--- config.mk ---
export PLATFORM = sky130hd
export DESIGN_NAME = uart_rx_sequencer
export DESIGN_NICKNAME = d
export VERILOG_FILES = /design/src/rtl/uart_rx_sequencer.sv
export SDC_FILE = /design/constraint.sdc
export NUM_CORES = 1
export LEC_CHECK = 0
export CAP_MARGIN = 30
export CORE_MARGIN = 8
export CORE_UTILIZATION = 44
export CTS_BUF_LIST = sky130_fd_sc_hd__clkbuf_8
export CTS_CLUSTER_DIAMETER = 200
export DETAILED_ROUTE_END_ITERATION = 8
export PLACE_DENSITY = 0.89
export SLEW_MARGIN = 20
export SYNTH_ARGS = -nofsm -noshare
export SYNTH_HDL_FRONTEND = slang
export SYNTH_SLANG_ARGS = --single-unit
--- constraint.sdc ---
create_clock -name clk -period 2.8 [get_ports clk]
set_clock_uncertainty 0.2 [all_clocks]
set_input_delay 0.56 -clock clk [delete_from_list [all_inputs] [get_ports clk]]
set_output_delay 0.56 -clock clk [all_outputs]
set_load 0.01 [all_outputs]
--- src/rtl/uart_rx_sequencer.sv ---
// Frame controller for the UART receive path: start/data/parity/stop sequencing, error checks
// and a one-deep hold register with valid/ready. Optional break detection: UART_RX_BREAK_DET_EN.
module uart_rx_sequencer #(
    parameter int DATA_W  = 8,
    parameter int PRESC_W = 6,
    parameter int EDGE_W  = 5,
    parameter int BIT_W   = 4
) (
    input  logic              clk,
    input  logic              rst,
    input  logic              RX_IN,
    input  logic [PRESC_W-1:0] prescale,
    input  logic              par_en,
    input  logic              par_typ,
    input  logic [EDGE_W-1:0] edge_cnt,
    input  logic [BIT_W-1:0]  bit_cnt,
    input  logic              sampled_bit,
    input  logic [DATA_W-1:0] p_data,
    output logic              edge_bit_cnt_enable,
    output logic              bit_cnt_reset,
    output logic              data_sample_en,
    output logic              deser_en,
    output logic [DATA_W-1:0] rx_data,
    output logic              rx_valid,
    input  logic              rx_ready,
    output logic              par_err,
    output logic              stp_err,
`ifdef UART_RX_BREAK_DET_EN
    output logic              brk_det,
`endif
    output logic              ovr_err
);

    typedef enum logic [2:0] {
        S_IDLE,
        S_START,
        S_DATA,
        S_PARITY,
        S_STOP,
        S_BREAK
    } state_t;

    state_t              r_state;
    state_t              w_next;
    logic [1:0]          r_psel;
    logic [1:0]          w_psel;
    logic [EDGE_W-1:0]   w_cp;
    logic [EDGE_W-1:0]   w_be;
    logic                w_at_cp;
    logic                w_at_be;
    logic                w_last_data;
    logic                w_frame_end;
    logic                w_stop_bad;
    logic                w_is_break;
    logic                w_good;
    logic                w_load;
    logic                r_par_acc;
    logic                r_par_bad;
    logic [DATA_W-1:0]   r_rx_data;
    logic                r_rx_valid;
    logic                r_par_err;
    logic                r_stp_err;
    logic                r_ovr_err;

    // Unsupported prescale values fall back to 8x oversampling
    always_comb begin
        if (prescale == PRESC_W'(16))
            w_psel = 2'd1;
        else if (prescale == PRESC_W'(32))
            w_psel = 2'd2;
        else
            w_psel = 2'd0;
    end

    // Check point sits at P/2+2 so the sampler's majority vote has settled
    always_comb begin
        case (r_psel)
            2'd1: begin
                w_cp = EDGE_W'(10);
                w_be = EDGE_W'(15);
            end
            2'd2: begin
                w_cp = EDGE_W'(18);
                w_be = EDGE_W'(31);
            end
            default: begin
                w_cp = EDGE_W'(6);
                w_be = EDGE_W'(7);
            end
        endcase
    end

    assign w_at_cp     = (edge_cnt == w_cp);
    assign w_at_be     = (edge_cnt == w_be);
    assign w_last_data = (bit_cnt == BIT_W'(DATA_W));
    assign w_frame_end = (r_state == S_STOP) && w_at_cp;
    assign w_stop_bad  = ~sampled_bit;
    assign w_good      = w_frame_end && !w_stop_bad && !r_par_bad;
    assign w_load      = w_good && (!r_rx_valid || rx_ready);

`ifdef UART_RX_BREAK_DET_EN
    logic r_any_one;
    logic r_brk_det;

    assign w_is_break = w_frame_end && w_stop_bad && !r_any_one;
    assign brk_det    = r_brk_det;

    always_ff @(posedge clk or negedge rst) begin
        if (!rst) begin
            r_any_one <= 1'b0;
            r_brk_det <= 1'b0;
        end else begin
            r_brk_det <= w_is_break;
            if (r_state == S_IDLE)
                r_any_one <= 1'b0;
            else if ((r_state == S_DATA || r_state == S_PARITY) && w_at_cp && sampled_bit)
                r_any_one <= 1'b1;
        end
    end
`else
    assign w_is_break = 1'b0;
`endif

    always_comb begin
        w_next              = r_state;
        edge_bit_cnt_enable = 1'b0;
        bit_cnt_reset       = 1'b0;
        data_sample_en      = 1'b0;
        deser_en            = 1'b0;
        case (r_state)
            S_IDLE: begin
                bit_cnt_reset = 1'b1;
                if (!RX_IN)
                    w_next = S_START;
            end
            S_START: begin
                edge_bit_cnt_enable = 1'b1;
                data_sample_en      = 1'b1;
                if (w_at_cp && sampled_bit)
                    w_next = S_IDLE;
                else if (w_at_be)
                    w_next = S_DATA;
            end
            S_DATA: begin
                edge_bit_cnt_enable = 1'b1;
                data_sample_en      = 1'b1;
                deser_en            = w_at_cp;
                if (w_at_be && w_last_data)
                    w_next = par_en ? S_PARITY : S_STOP;
            end
            S_PARITY: begin
                edge_bit_cnt_enable = 1'b1;
                data_sample_en      = 1'b1;
                if (w_at_be)
                    w_next = S_STOP;
            end
            S_STOP: begin
                edge_bit_cnt_enable = 1'b1;
                data_sample_en      = 1'b1;
                // Leave at the check point so a start edge half a bit later is not missed
                if (w_at_cp)
                    w_next = w_is_break ? S_BREAK : S_IDLE;
            end
            S_BREAK: begin
                bit_cnt_reset = 1'b1;
                if (RX_IN)
                    w_next = S_IDLE;
            end
            default: w_next = S_IDLE;
        endcase
    end

    always_ff @(posedge clk or negedge rst) begin
        if (!rst) begin
            r_state    <= S_IDLE;
            r_psel     <= 2'd0;
            r_par_acc  <= 1'b0;
            r_par_bad  <= 1'b0;
            r_rx_data  <= '0;
            r_rx_valid <= 1'b0;
            r_par_err  <= 1'b0;
            r_stp_err  <= 1'b0;
            r_ovr_err  <= 1'b0;
        end else begin
            r_state   <= w_next;
            r_par_err <= w_frame_end && r_par_bad && !w_is_break;
            r_stp_err <= w_frame_end && w_stop_bad && !w_is_break;
            r_ovr_err <= w_good && r_rx_valid && !rx_ready;
            if (r_state == S_IDLE && !RX_IN)
                r_psel <= w_psel;
            if (r_state == S_IDLE) begin
                r_par_acc <= 1'b0;
                r_par_bad <= 1'b0;
            end else begin
                if (r_state == S_DATA && w_at_cp)
                    r_par_acc <= r_par_acc ^ sampled_bit;
                if (r_state == S_PARITY && w_at_cp && (sampled_bit != (r_par_acc ^ par_typ)))
                    r_par_bad <= 1'b1;
            end
            // A load in the same cycle as an accept keeps valid high with the new data
            if (w_load) begin
                r_rx_data  <= p_data;
                r_rx_valid <= 1'b1;
            end else if (r_rx_valid && rx_ready) begin
                r_rx_valid <= 1'b0;
            end
        end
    end

    assign rx_data  = r_rx_data;
    assign rx_valid = r_rx_valid;
    assign par_err  = r_par_err;
    assign stp_err  = r_stp_err;
    assign ovr_err  = r_ovr_err;

endmodule

## Word level (Yosys, flattened, before mapping)

Cells that the tools add are included.

- Multiply operators: 0
- Bitwise logic cells: 3
- Reduce and logical (&&, ||, !) cells: 27
- Magnitude comparators: 0
- Div/mod/pow operators: 0
- Equal/unequal tests: 19
- $add $sub $neg: 0
- Shift-type cells: 0
- Muxes and demuxes: 22

Operator list:

| kind | count |
|---|---|
| 3-bit two-way mux | 8 |
| 5-bit case mux with 2 select lines | 2 |
| 3-bit case mux with 6 select lines | 1 |
| 1-bit logical AND | 15 |
| 5-bit equality test | 2 |
| 2-bit != test, second input constant | 5 |
| 1-bit two-way mux | 9 |
| 3-bit by 2-bit equality test with 1-bit output, second input constant | 2 |
| 3-bit equality test, second input constant | 2 |
| 6-bit by 5-bit equality test with 1-bit output, second input constant | 1 |
| 6-bit equality test, second input constant | 1 |
| 6-bit AND reduction | 1 |
| 2-bit nonzero test | 3 |
| 4-bit equality test, second input constant | 1 |
| 1-bit zero test | 4 |
| 2-bit two-way mux | 2 |
| 4-bit OR reduction | 1 |
| 3-bit by 1-bit equality test with 1-bit output, second input constant | 1 |
| 3-bit zero test | 1 |
| 3-bit != test, second input constant | 1 |
| 2-bit by 1-bit equality test with 1-bit output, second input constant | 1 |
| 2-bit equality test, second input constant | 1 |
| 2-bit OR reduction | 1 |
| 1-bit XOR | 2 |
| 3 further kinds | 3 |

- Memories kept: 0
- Register bits: 19
- RAM bits: 0
- ROM bits: 0
- Latch bits: 0
- Input bits: 30
- Word-level logic and storage cells: 80
- Output and inout bits: 16

## Longest topological paths before layout

- Word-level depth: 8
- Mapped depth: 8
- Depth with buffers taken out: 7

## Worst setup path after synthesis

OpenSTA, ideal clock, no wires.

- Path type: flip-flop to flip-flop
- Start point: register r_psel[0]
- End point: register r_rx_data[0], in the netlist rx_data[0]
- Arrival time: 2.265 ns
- Required time: 2.475 ns
- Cell stages (with the launch flop): 9
- Setup slack: 0.210 ns
- Buffers on the path: 1
- Cell sequence: dfrtp_1 inv_1 ha_1 xor2_1 nor4b_4 nand3_4 or3b_1 buf_6 mux2_4

- Word-level cells in the longest chain between the ends: 7
- Elaborated cells between the ends (all ways): 8
- Classes of those cells: 3 x eq/ne; 1 x mux; 4 x reduce/logical

Ends and longest elaborated chain:

| item | RTL line | RTL |
|---|---|---|
| start: declaration | 45 | `logic [1:0] r_psel;` |
| start signal: assignment | 190 | `r_psel <= w_psel;` |
| 2-bit equality test or 2-bit by 1-bit equality test with 1-bit output (tied branches) | 77 | `case (r_psel)` |
| 5-bit case mux with 2 select lines (*) | 77 |  |
| 5-bit equality test (*) | 93 | `assign w_at_cp = (edge_cnt == w_cp);` |
| 1-bit logical AND (*) | 96 | `assign w_frame_end = (r_state == S_STOP) && w_at_cp;` |
| 1-bit logical AND (*) (2 in a row) | 98 | `assign w_good = w_frame_end && !w_stop_bad && !r_par_bad;` |
| 1-bit logical AND (*) | 99 | `assign w_load = w_good && (!r_rx_valid \|\| rx_ready);` |
| end signal: assignment | 202 | `r_rx_data <= p_data;` |
| end: declaration | 59 | `logic [DATA_W-1:0] r_rx_data;` |

Every way passes the cells marked *; elsewhere a longest branch is shown, timed or not.
A chain may end at the register's enable or synchronous reset.

## Worst setup path after layout

- Start point: register r_psel[0]
- End point: output deser_en

- Word-level cells in the longest chain between the ends: 4
- Elaborated cells between the ends (all ways): 5
- Classes of those cells: 3 x eq/ne; 2 x mux

Ends and longest elaborated chain:

| item | RTL line | RTL |
|---|---|---|
| 2-bit equality test or 2-bit by 1-bit equality test with 1-bit output (tied branches) | 77 |  |
| 5-bit case mux with 2 select lines (*) | 77 |  |
| 5-bit equality test (*) | 93 |  |
| 1-bit two-way mux (*) | 130 | `case (r_state)` |
| end: declaration | 22 | `output logic deser_en,` |

Marked as above.

==> impl_metrics.json <==
{
  "slowest_delay_ns": 0.38,
  "cts.sinks": 19,
  "hold_violations": 0,
  "ys.flop_type": "dfrtp_1",
  "cp_max_fo": 3,
  "async_flop_share": 1.000,
  "synth_seq_cells": 19,
  "rr_startpoint": "r_psel[0]",
  "ant_nets": 0,
  "relSlewSlack": 0.4838,
  "start_util": 0.4558,
  "start_kind": "flop",
  "yosysUniqueCellTypes": 35,
  "grt_usage": 0.1228,
  "timing.rr.end": "rx_data[4]",
  "slew_violations": 0,
  "min_path_type": "flop to flop",
  "path_cells": "inv_1 > ha_1 > xor2_1 > nor4b_4 > and3_2 > clkdlybuf4s15_1",
  "nets": 192,
  "fp.coreArea_sq_mm": 0.002432,
  "pin_count": 46,
  "syn_area_per_cell_sq_um": 10.26,
  "cts_buffers": 3,
  "viasPerCell": 5.164,
  "wl_per_cell_um": 14.80,
  "reg2reg_depth": 9,
  "hold_buffers": 0,
  "netlist_instances": 108,
  "post-route-period-util": 0.9661,
  "drc": 0,
  "vias": 976,
  "antenna_found_initial": 0,
  "synth.most_common_cell": "dfrtp_1",
  "stdcell_count": 189,
  "grt_pass1_wl_um": 4243,
  "cts_buffer_depth": 2,
  "cp.depth": 6,
  "clk_pin_slew_ns": 0.06,
  "ys_seq_area_frac": 0.4289,
  "worstPathArrival_ns": 1.95,
  "grt_max_degree": 20,
  "worstMarginPinSlew_ns": 0.7719,
  "path_buf_inv": 2,
  "grt_pass1_vias": 995,
  "place_congestion": 0.9664,
  "fmax_mhz": 369.7,
  "fp.dieW_um": 66.20,
  "synth_area_leaders": "dfrtp_1, mux2_4, nor2_1, o21ai_0, xnor2_1",
  "yosys.area.top_type": "dfrtp_1",
  "clockRootBuffer": "clkbuf_8",
  "path_delay_family": "simple AND/OR/NAND/NOR gates",
  "synth_top_area_share": 0.4289,
  "worst-setup-path-type": "flop to output port",
  "cts_setup_buffers": 0,
  "synth-edff-count": 0,
  "dp.cells": 185,
  "syn_to_final_growth_pct": 50.90,
  "hpwl_um": 2338,
  "setup-violations-final": 0,
  "maxCapViolCount": 0,
  "ys_top_cells_by_count": "dfrtp_1, nor2_1, nand2_1, mux2_4",
  "grt_overflow": 0,
  "fp.dieArea_sq_mm": 0.004382,
  "status": "complete, no violations",
  "ir_drop_v": 0.0004697,
  "min_period_ns": 2.705,
  "cts_tree": "built",
  "hold_ws_ns": 0.3099,
  "crit_path_top_delay_cell": "dfrtp_1",
  "worstSetupEndpointType": "output port",
  "p_per_area_mw_per_mm2": 570.1,
  "p_leak_nw": 0.7409,
  "die-height_um": 66.20,
  "antenna_cells": 0,
  "htreeDepth": 1,
  "ff2ff_setup_slack_ns": 0.10,
  "port-buffer-count": 45,
  "hold_depth": 1,
  "drive_above_1_share": 0.1572,
  "drtIter0Drc": 37,
  "firstDrtPassIters": 4,
  "synth_area_sq_mm": 0.001109,
  "yosys_warnings": 0,
  "clk_latency_ns": 0.25,
  "worstHoldStart": "rx_data[4]",
  "wl_um": 2798,
  "row_count": 18,
  "synth_fp_nets": 140,
  "hold_end": "rx_data[4]",
  "cp.required_ns": 2.04,
  "rsz0062_at_grt": "false"
}
-- metal layers --
metal	vias up	track usage	part of all wire
li1	474	-	-
met1	455	0.1290	0.42
met2	43	0.2111	0.47
met3	4	0.04746	0.095
met4	0	0.05600	0.0096
met5	-	0	0
-- report_power, final --
group	internal [W]	total, W	switching, W	leakage [nW]
Combinational	0.000227	0.000425	0.000197	0.453
Clock	0.0000971	0.000175	0.0000780	0.0269
Sequential	0.000307	0.000354	0.0000469	0.261
-- how the worst max path moves through the flow --
stage	start	end	slack, ns
detailed placement	edge_cnt[3]	deser_en	-0.20
global placement	edge_cnt[2]	deser_en	-0.15
floorplan	r_psel[0]	rx_data[0]	0.21
finish	r_psel[0]	deser_en	0.09
CTS	r_psel[0]	deser_en	0.05
global route	r_psel[0]	rx_data[1]	0.004
-- state kept, by name (all words and copies together), names as in the netlist --
register,cells
rx_data,8
r_state,3
r_psel,2
ovr_err,1
par_err,1
r_par_acc,1
r_par_bad,1
rx_valid,1
stp_err,1
-- metrics by stage --
step / worst slack, ns / area [sq um] / utilization / setup TNS [ns] / total power (W)
2_1_floorplan: 0.2098 / 1109 / - / 0 / 0.0006078
3_3_place_gp: -0.1472 / 1622 / 0.6667 / -0.9072 / 0.0007692
3_5_place_dp: -0.1972 / 1622 / 0.6667 / -1.441 / 0.0007803
4_1_cts: 0.04868 / 1665 / 0.6847 / 0 / 0.0009571
5_1_grt: 0.003707 / 1673 / 0.6878 / 0 / 0.001005
6_report: 0.09484 / 1673 / 0.6878 / 0 / 0.0009536
-- cell families after synthesis --
kind of cell             synth area share
adder cells (fa/ha/maj)           0.02257
multiplexers                       0.1366
flip-flops                         0.4289
buffers and inverters             0.05531
AO/OA/AOI/OAI                      0.1095
AND/OR/NAND/NOR                    0.1919
XOR/XNOR                          0.05531
-- area by class of cell --
class	count	area (sq um)
Tap cell	30	37.54
Multi-Input combinational cell	76	574.3
Clock inverter	1	3.754
Timing Repair Buffer	53	514.2
Fill cell	186	759.5
Inverter	7	26.28
Clock buffer	3	41.29
Sequential cell	19	475.5
-- cells in the final DEF (no fill, tap or decap), types with 2 or more instances in the layout --
master / Yosys / layout
nand3_1: 3 / 3
xnor2_1: 4 / 4
clkbuf_8: 0 / 3
clkdlybuf4s50_1: 0 / 44
dfrtp_1: 19 / 19
ha_1: 2 / 2
nand2b_1: 4 / 4
buf_4: 1 / 7
o21ai_0: 7 / 7
xor2_1: 3 / 3
a32oi_1: 2 / 2
inv_1: 7 / 8
mux2i_1: 2 / 2
nor2_1: 10 / 10
a21oi_1: 5 / 5
nand2_1: 9 / 9
mux2_4: 8 / 8
-- repair_timing --
action | in CTS | in global routing
resized for setup | 1 | 3
hold endpoints to repair | 0 | 0
setup endpoints to repair | 1 | 9
(Power assumes the default switching activity.)
